$ cat src/rtl/fpga_cfg_pkg.sv
// fpga_cfg_pkg: shared configuration for the Sobol uniform generator.
// Holds datapath sizing, the direction-number type, the default direction table and the
// run FSM state encoding.
// Defaults: dimension 0 is van der Corput; dimensions 1..3 use the first Joe-Kuo primitive
// polynomials (s=1,a=0,m={1}), (s=2,a=1,m={1,3}), (s=3,a=1,m={1,3,1}). Dimensions beyond the
// tabulated set reuse the last polynomial.
package fpga_cfg_pkg;

    localparam int unsigned FP_WIDTH   = 32;
    localparam int unsigned FP_QFRAC   = 21;
    localparam int unsigned SOBOL_DIMS = 4;

    typedef logic [FP_QFRAC-1:0] sobol_dir_t;
    typedef sobol_dir_t [SOBOL_DIMS-1:0][FP_QFRAC-1:0] sobol_dir_tab_t;

    typedef enum logic {
        StIdle,
        StRun
    } sobol_state_e;

    // Direction number v[d][k] for a q-bit fraction: m_k scaled by 2^(q-1-k).
    function automatic logic [63:0] sobol_dir_entry(int unsigned d, int unsigned k,
                                                    int unsigned q);
        logic [63:0][63:0] m;
        logic [63:0]       res;
        int unsigned       s;
        int unsigned       a;
        m = '0;
        s = 1;
        a = 0;
        if (d == 0) begin
            res = 64'(1) << (q - 1 - k);
        end else begin
            case (d)
                1: begin
                    s = 1; a = 0; m[0] = 64'd1;
                end
                2: begin
                    s = 2; a = 1; m[0] = 64'd1; m[1] = 64'd3;
                end
                default: begin
                    s = 3; a = 1; m[0] = 64'd1; m[1] = 64'd3; m[2] = 64'd1;
                end
            endcase
            for (int unsigned i = s; i <= k; i++) begin
                m[i] = m[i-s] ^ (m[i-s] << s);
                for (int unsigned j = 1; j < s; j++) begin
                    if (a[s-1-j]) m[i] = m[i] ^ (m[i-j] << j);
                end
            end
            res = m[k] << (q - 1 - k);
        end
        return res;
    endfunction

    function automatic sobol_dir_tab_t sobol_dir_table();
        sobol_dir_tab_t tab;
        for (int unsigned d = 0; d < SOBOL_DIMS; d++) begin
            for (int unsigned k = 0; k < FP_QFRAC; k++) begin
                tab[d][k] = FP_QFRAC'(sobol_dir_entry(d, k, FP_QFRAC));
            end
        end
        return tab;
    endfunction

    localparam sobol_dir_tab_t SOBOL_DIR_DEFAULT = sobol_dir_table();

endpackage

$ cat src/rtl/sobol_rzero.sv
// sobol_rzero: index of the rightmost zero bit of the Sobol point index.
// Ports:
//   idx  in  QFRAC          point index
//   pos  out $clog2(QFRAC)  position of lowest 0 bit; 0 when idx is all ones (that only
//                           occurs on the final point of a full-period run, whose update is
//                           never emitted)
module sobol_rzero
    import fpga_cfg_pkg::*;
#(
    parameter int unsigned  QFRAC = FP_QFRAC,
    localparam int unsigned BitW  = $clog2(QFRAC)
) (
    input  logic [QFRAC-1:0] idx,
    output logic [BitW-1:0]  pos
);

    // Scan MSB to LSB so the lowest zero wins.
    always_comb begin
        pos = '0;
        for (int i = QFRAC - 1; i >= 0; i--) begin
            if (!idx[i]) pos = BitW'(i);
        end
    end

endmodule

$ cat src/rtl/sobol_u_gen.sv
// sobol_u_gen: Gray-code Sobol generator producing Q11.21 uniform samples, one per
// dimension per point, round-robin over a valid/ready handshake.
// Optional feature macro: SOBOL_SKIP_ZERO_EN (run starts at point 1, never emits 0).
// Ports:
//   clk, rst            clock, asynchronous active-high reset
//   start, npts         run request (IDLE only) and point count latched on accept
//   dir_we/dim/bit/val  direction-number write port (IDLE only)
//   ready_in            downstream accept
//   valid_out, u_out    sample valid, zero-extended x[dim]
//   dim_out             dimension of the current sample
//   busy, done, err     in RUN, end-of-run pulse, rejected-start pulse
module sobol_u_gen
    import fpga_cfg_pkg::*;
#(
    parameter int unsigned  WIDTH = FP_WIDTH,
    parameter int unsigned  QFRAC = FP_QFRAC,
    parameter int unsigned  DIMS  = SOBOL_DIMS,
    localparam int unsigned DimW  = (DIMS > 1) ? $clog2(DIMS) : 1,
    localparam int unsigned BitW  = $clog2(QFRAC)
) (
    input  logic             clk,
    input  logic             rst,
    input  logic             start,
    input  logic [QFRAC:0]   npts,
    input  logic             dir_we,
    input  logic [DimW-1:0]  dir_dim,
    input  logic [BitW-1:0]  dir_bit,
    input  logic [QFRAC-1:0] dir_val,
    input  logic             ready_in,
    output logic             valid_out,
    output logic [WIDTH-1:0] u_out,
    output logic [DimW-1:0]  dim_out,
    output logic             busy,
    output logic             done,
    output logic             err
);

    typedef logic [DIMS-1:0][QFRAC-1:0][QFRAC-1:0] dir_tab_t;
    typedef logic [DIMS-1:0][QFRAC-1:0]            x_vec_t;

    // Same generator as SOBOL_DIR_DEFAULT, so default-sized builds reset to that table.
    function automatic dir_tab_t init_tab();
        dir_tab_t tab;
        for (int unsigned d = 0; d < DIMS; d++) begin
            for (int unsigned k = 0; k < QFRAC; k++) begin
                tab[d][k] = QFRAC'(sobol_dir_entry(d, k, QFRAC));
            end
        end
        return tab;
    endfunction

    localparam dir_tab_t DirInit = init_tab();

`ifdef SOBOL_SKIP_ZERO_EN
    localparam logic [QFRAC:0] PMax = {1'b0, {QFRAC{1'b1}}};
`else
    localparam logic [QFRAC:0] PMax = {1'b1, {QFRAC{1'b0}}};
`endif

    sobol_state_e     state_q, state_d;
    dir_tab_t         v_q, v_d;
    x_vec_t           x_q, x_d;
    logic [QFRAC-1:0] idx_q, idx_d;
    logic [DimW-1:0]  dim_q, dim_d;
    logic [QFRAC-1:0] pcnt_q, pcnt_d;
    logic [QFRAC:0]   npts_q, npts_d;

    logic             valid_q, valid_d;
    logic [WIDTH-1:0] u_q, u_d;
    logic [DimW-1:0]  dim_out_q, dim_out_d;
    logic             busy_q, busy_d;
    logic             done_q, done_d;
    logic             err_q, err_d;

    logic [BitW-1:0]  c_idx;
    logic             accept;
    logic             dir_in_range;

    sobol_rzero #(
        .QFRAC (QFRAC)
    ) u_rzero (
        .idx (idx_q),
        .pos (c_idx)
    );

    assign accept       = valid_q & ready_in;
    assign dir_in_range = (32'(dir_dim) < DIMS) && (32'(dir_bit) < QFRAC);

    always_ff @(posedge clk or posedge rst) begin
        if (rst) begin
            state_q   <= StIdle;
            v_q       <= DirInit;
            x_q       <= '0;
            idx_q     <= '0;
            dim_q     <= '0;
            pcnt_q    <= '0;
            npts_q    <= '0;
            valid_q   <= 1'b0;
            u_q       <= '0;
            dim_out_q <= '0;
            busy_q    <= 1'b0;
            done_q    <= 1'b0;
            err_q     <= 1'b0;
        end else begin
            state_q   <= state_d;
            v_q       <= v_d;
            x_q       <= x_d;
            idx_q     <= idx_d;
            dim_q     <= dim_d;
            pcnt_q    <= pcnt_d;
            npts_q    <= npts_d;
            valid_q   <= valid_d;
            u_q       <= u_d;
            dim_out_q <= dim_out_d;
            busy_q    <= busy_d;
            done_q    <= done_d;
            err_q     <= err_d;
        end
    end

    // Next-state and datapath.
    always_comb begin
        state_d = state_q;
        v_d     = v_q;
        x_d     = x_q;
        idx_d   = idx_q;
        dim_d   = dim_q;
        pcnt_d  = pcnt_q;
        npts_d  = npts_q;
        done_d  = 1'b0;
        err_d   = 1'b0;

        unique case (state_q)
            StIdle: begin
                if (dir_we && dir_in_range) begin
                    v_d[dir_dim][dir_bit] = dir_val;
                end
                // Run initialisation reads v_q, i.e. the table before any same-cycle write.
                if (start) begin
                    if (npts == '0) begin
                        done_d = 1'b1;
                    end else if (npts > PMax) begin
                        err_d = 1'b1;
                    end else begin
                        state_d = StRun;
                        npts_d  = npts;
                        dim_d   = '0;
                        pcnt_d  = '0;
`ifdef SOBOL_SKIP_ZERO_EN
                        for (int unsigned d = 0; d < DIMS; d++) begin
                            x_d[d] = v_q[d][0];
                        end
                        idx_d = QFRAC'(1);
`else
                        x_d   = '0;
                        idx_d = '0;
`endif
                    end
                end
            end
            StRun: begin
                if (accept) begin
                    x_d[dim_q] = x_q[dim_q] ^ v_q[dim_q][c_idx];
                    if (dim_q == DimW'(DIMS - 1)) begin
                        dim_d  = '0;
                        idx_d  = idx_q + QFRAC'(1);
                        pcnt_d = pcnt_q + QFRAC'(1);
                        if (({1'b0, pcnt_q} + (QFRAC + 1)'(1)) == npts_q) begin
                            state_d = StIdle;
                            done_d  = 1'b1;
                        end
                    end else begin
                        dim_d = dim_q + DimW'(1);
                    end
                end
            end
            default: state_d = StIdle;
        endcase
    end

    // Outputs are registered from next-state values so they change with the state.
    always_comb begin
        valid_d   = (state_d == StRun);
        busy_d    = (state_d == StRun);
        dim_out_d = '0;
        u_d       = '0;
        if (state_d == StRun) begin
            dim_out_d = dim_d;
            u_d       = WIDTH'(x_d[dim_d]);
        end
    end

    assign valid_out = valid_q;
    assign u_out     = u_q;
    assign dim_out   = dim_out_q;
    assign busy      = busy_q;
    assign done      = done_q;
    assign err       = err_q;

endmodule

$ cat config.mk
export PLATFORM = sky130hd
export DESIGN_NAME = sobol_u_gen
export DESIGN_NICKNAME = d
export VERILOG_FILES = /design/src/rtl/fpga_cfg_pkg.sv /design/src/rtl/sobol_rzero.sv /design/src/rtl/sobol_u_gen.sv
export SDC_FILE = /design/constraint.sdc
export NUM_CORES = 2
export LEC_CHECK = 0
export CAP_MARGIN = 10
export CORE_ASPECT_RATIO = 1.4
export CORE_MARGIN = 2
export CORE_UTILIZATION = 55
export CTS_CLUSTER_DIAMETER = 80
export DETAILED_ROUTE_END_ITERATION = 16
export HOLD_SLACK_MARGIN = 0.1
export PLACE_DENSITY = 0.71
export SETUP_SLACK_MARGIN = 0.5
export SLEW_MARGIN = 20
export SYNTH_ARGS = -nofsm -noshare
export SYNTH_HDL_FRONTEND = slang
export SYNTH_SLANG_ARGS = --single-unit
$ cat constraint.sdc
create_clock -name clk -period 119.7 [get_ports clk]
set_input_delay 23.94 -clock clk [delete_from_list [all_inputs] [get_ports clk]]
set_output_delay 23.94 -clock clk [all_outputs]
set_load 0.005 [all_outputs]
Word level (Yosys, flattened, before mapping)
Cells that the tools add are included.
Cells by class
  div/mod/pow operators: 0
  order comparisons: 10
  equal/unequal tests: 7
  mux-type cells: 76
  add/subtract/negate cells: 4
  reduce and logical (&&, ||, !) cells: 8
  shift-type cells: 0
  bitwise operators: 5
  multipliers: 0
Operators with widths (count)
  $bwmux 1764: 1
  $bmux 441 s2: 1
  $demux 441 s2: 1
  $mux 441: 2
  $mux 84: 4
  $mux 21: 13
  $pmux 84 s2: 1
  $bmux 21 s5: 1
  $demux 21 s5: 1
  $mux 5: 21
  $bmux 21 s2: 2
  $bwmux 84: 1
  $pmux 21 s2: 2
  $add 21x1->21 const B: 2
  $demux 21 s2: 1
  $add 21x1->22 const B: 1
  $eq 22x22->1: 1
  $gt 22x22->1 const B: 1
  $logic_not 22->1: 1
  $xor 21x21->21: 1
  $mux 1: 15
  $lt 5x6->1 const B: 2
  $mux 2: 6
  $lt 2x3->1 const B: 3
  other kinds (15): 25
Word-level totals
  bits in registers: 1940
  RAM bits: 0
  memory bits (read-only): 0
  bits in latches: 0
  output and inout port bits: 38
  input port bits: 55
  word-level logic and storage cells: 207
  memories kept: 0

Depth between registers and ports, before layout
  depth after elaboration: 30
  mapped depth: 19

Cells and area by module
From an unflattened synthesis, not the netlist that was laid out.
Unflattened totals
  cell total of the unflattened synthesis: 6231
  area total of the unflattened synthesis: 90546.8 sq um
By module, submodules not included
  sobol_u_gen: times used 1, area each 90322.9 sq um, cells each 6189
  sobol_rzero: times used 1, area each 224.0 sq um, cells each 42

Least setup slack after synthesis
OpenSTA, ideal clock, no wires.
  path kind: input -> register
  start point: input npts[3]
  end point: register u_q[0], in the netlist u_out[0]
  data arrival time: 26.526 ns
  stages on the path: 11
  data required time: 119.622 ns
  library setup time: 0.078 ns
  slack: 93.096 ns
  path through: or4_1 nor4_2 xnor2_1 nand3b_1 a31oi_1 inv_2 nor2_1 clkbuf_1 a21oi_1 o2111a_1 a21oi_1
On the way
  cells in the longest elaborated chain, start to end: 8
  elaborated cells between the ends (all ways): 17
Ends and longest elaborated chain
  from (decl): line sobol_u_gen.sv:24  | input logic [QFRAC:0] npts,
  $gt 22x22->1: line sobol_u_gen.sv:142  | end else if (npts > PMax) begin
  $mux 84 / $mux 2 (equally long branches): line sobol_u_gen.sv:142
  $mux 84 / $mux 2 (equally long branches): line sobol_u_gen.sv:140  | if (npts == '0) begin
  $mux 84 / $mux 2 (equally long branches): line sobol_u_gen.sv:139  | if (start) begin
  $pmux 84 s2 / $pmux 2 s2 (equally long branches): line sobol_u_gen.sv:133  | unique case (state_q)
  $bmux 21 s2: line sobol_u_gen.sv:189  | u_d = WIDTH'(x_d[dim_d]);
  $mux 21 (not written as such): line sobol_u_gen.sv:189
  $mux 21 (*): line sobol_u_gen.sv:187  | if (state_d == StRun) begin
  via u_d[0]: line sobol_u_gen.sv:69  | logic [WIDTH-1:0] u_q, u_d;
  to (signal assigned): line sobol_u_gen.sv:113  | u_q <= u_d;
  to (decl): line sobol_u_gen.sv:69
The timed path passes the listed nets; every way through them passes the cells marked *. The select of a mux whose other input is x is not followed.
A chain may end at the register's enable or synchronous reset.

==> results.md <==
- Post-CTS Resized: 0
- Synth cell types: 95
- Num ports: 93
- Yosys reg bits: 1,940
- Reg-to-reg endpoint: u_out[6]$_DFF_PP0_
- Synthesis Warnings: 0
- Status: completed
- Fraction of layout cells with a size suffix above 1: 50.38%
- Root Buffer: clkbuf_16
- Worst-path clk slew: 0.06 ns
- Global-route wire length before repair: 378,300 um
- Most frequent cells in the layout: mux2_2, dfrtp_1, mux4_2, dfstp_2, nand2_1
- Initial antenna violation count: 12
- Arrival time worst endpoint: 28.71 ns
- Cells after Synth: 6,415
- Min-Delay Path Depth: 2
- Area of the multi-input gates: 40,550 um^2
- Slew Viols, Final: 0
- Worst-margin pin slew: 1.161 ns
- Maximum vdd drop: 28.16 uV
- All-Layer GR Usage: 29.93%
- Ys flop type: dfrtp_1
- Port Buffers: 81
- Hold Crit Class: flop to flop
- Clk sink count: 1,940
- Worst setup EP type: async pin
- Worst reg2reg setup slack: 113.24 ns
- Avg Cell Area, Syn: 14.34 um^2
- Worst-Skew Late Latency: 0.83 ns
- Drt total wl: 250,800 um
- Fin. Hold Viols: 0
- H-tree Lvls: 4
- Largest net degree at the start of global routing: 182
- Final setup viols: 0
- Max Clock Skew: 0.03109 ns
- Worst-path fanout max: 181
- Number of fillers in the final layout: 12,480
- Required time of the worst setup path: 120.49 ns
- Fraction of registers with async set/reset: 100.0%
- Maximum clock path buffer count: 3
- Core box area: 166,100 um^2
- Post-Layout Cell Count: 8,520
- R2R depth: 12
- Crit path launch type: input pin
- Post-layout net count: 6,271
- LEAKAGE: 46.03 nW
- Post-DP HPWL: 155,000 um
- Hold Worst Slack: 0.4867 ns
- Total CTS buffers: 183
- FP Rows: 177
- Setup bufs post-CTS: 0
- Initial drt markers: 4,449
- Design Area, Final: 100,600 um^2
- CP Class: input pin to async pin
- CTS tree: yes
- Start of the worst register-to-register path: dim_q[0]$_DFF_PP0_
- PD cells: 16.40 nW/um^2
- Post-synth EDFFs: 0
- Min-Delay Startpoint: x_q[25]$_DFF_PP0_
- RSZ-0062 raised after global routing: no
- Max_cap viols: 0
- Area grow syn2layout: 9.383%
- Routed len/inst: 29.44 um
- Die X-Extent: 349.6 um
- Worst Hold Path EP: x_q[25]$_DFF_PP0_
- Drc violations: 0
- Slew margin rel.: 20.39%
- Die area: 170,500 um^2
- Seq/Total Area, Yosys: 53.26%
- Post-Syn Area: 91,960 um^2
- Most common cell after layout, fill and taps aside: mux2_2
- Sequential Area: 48,990 um^2
- Initial Utilization: 55.36%
- Drt pass-1 iters: 8
- Placed cell count: 8,171
- Total number of vias: 55,300
- Vias in the first global route: 58,300
- CTS Hold Bufs: 0
- Achievable Freq: 0.03581 GHz
- Final period utilization: 23.33%
- Crit path from: rst
- TNS Setup: 0 ns
- Antenna viol nets, final: 0
- Gr ovfl total: 0
- Time the worst path needs with I/O delays and setup: 27.92 ns
- GPL Wtd Cong: 0.9593
- Area after DPL: 94,260 um^2
- Die Ht: 487.8 um
- Routed vias/inst: 6.490
- Power Total: 1.649 mW
[worst max-delay path, stage by stage]
cell and delay, ns:
clkdlybuf4s50_1 0.49, inv_8 0.64, buf_4 0.80, buf_4 0.84, buf_12 0.75, buf_4 0.88
[registers in the layout, indices dropped and copies added, names as in the netlist]
| register | flops |
|---|---|
| pcnt_q | 21 |
| busy | 1 |
| idx_q | 21 |
| v_q | 1764 |
| x_q | 84 |
| done | 1 |
| err | 1 |
| u_out | 21 |
| dim_q | 2 |
| dim_out | 2 |
| npts_q | 22 |
[stage by stage]
| stage | utilization (%) | setup slack [ns] |
|---|---|---|
| CTS | 60.52 | 91.36 |
| floorplan | - | 41.55 |
| global route | 60.56 | 91.10 |
| global placement | 56.74 | 90.62 |
| finish | 60.56 | 91.78 |
| detailed placement | 56.75 | 90.48 |
[routing by layer]
layer / routed length, um / global-route usage, % / up-vias
met1: 95670 / 36.61 / 29690
met4: 18270 / 19.05 / 12
li1: - / - / 23190
met2: 122900 / 49.40 / 1801
met3: 13930 / 5.071 / 608
met5: 80 / 0 / -
[layout make-up]
type / instances / share of cell area (%)
clock inverter: 54 / 0.7575
antenna: 2 / 0.004976
multi-input combinational: 3829 / 40.32
clock buffer: 291 / 5.461
timing repair buffer: 231 / 1.982
tap: 2148 / 2.672
inverter: 25 / 0.1032
sequential: 1940 / 48.70
[power breakdown]
part | total (mW) | switching, mW | internal, mW
clock network | 0.606 | 0.255 | 0.352
registers | 0.700 | 0.0217 | 0.679
logic | 0.343 | 0.223 | 0.120
[logic make-up (layout without fill, tap and decap cells)]
group | Yosys count | after routing | synth area share, %
compound gates | 528 | 528 | 4.059
xor+xnor | 71 | 71 | 0.6844
fa+ha+maj | 6 | 6 | 0.08163
buf+inv | 656 | 601 | 3.133
flops | 1940 | 1940 | 53.26
mux | 2361 | 2361 | 34.46
other cells | 1 | 13 | 0.004078
simple gates | 852 | 852 | 4.316
[worst max path at each step]
stage                       endpoint  cells past startpoint
3_5_place_dp   v_q[1528]$_DFFE_PP0P_                      6
2_1_floorplan         busy$_DFF_PP0_                      1
4_1_cts         v_q[646]$_DFFE_PP0P_                      6
5_1_grt         v_q[291]$_DFFE_PP0P_                      6
6_report        v_q[291]$_DFFE_PP0P_                      6
3_3_place_gp    v_q[648]$_DFFE_PP0P_                      6
[cells in the mapped netlist (16+ instances only)]
master     count  area share [%]
buf_2        105            0.57
dfstp_2      348             9.9
nor2_1       195            0.80
a22o_1        31            0.30
nand4_1       50            0.34
a211oi_1      21            0.17
dfrtp_1     1592              43
and3_1        29            0.20
a21oi_1       81            0.44
o2111ai_1     18            0.17
inv_1         22           0.090
a21o_1        17            0.14
nor3_1        24            0.13
o211ai_1      56            0.46
o21ai_1       19            0.10
o21ai_0       92            0.50
xnor2_1       44            0.42
xor2_1        26            0.25
buf_4         54            0.44
o31ai_1       16            0.13
clkbuf_1     286             1.2
buf_1        175            0.71
nand2_1      344             1.4
o22ai_1       18            0.12
a31oi_1       21            0.14
mux4_2       463              11
mux2_2      1801              22
mux2i_1       91            0.99
nand3_1      104            0.57
and2_1        19            0.13
a22oi_1       28            0.23
(Power assumes the default switching activity.)
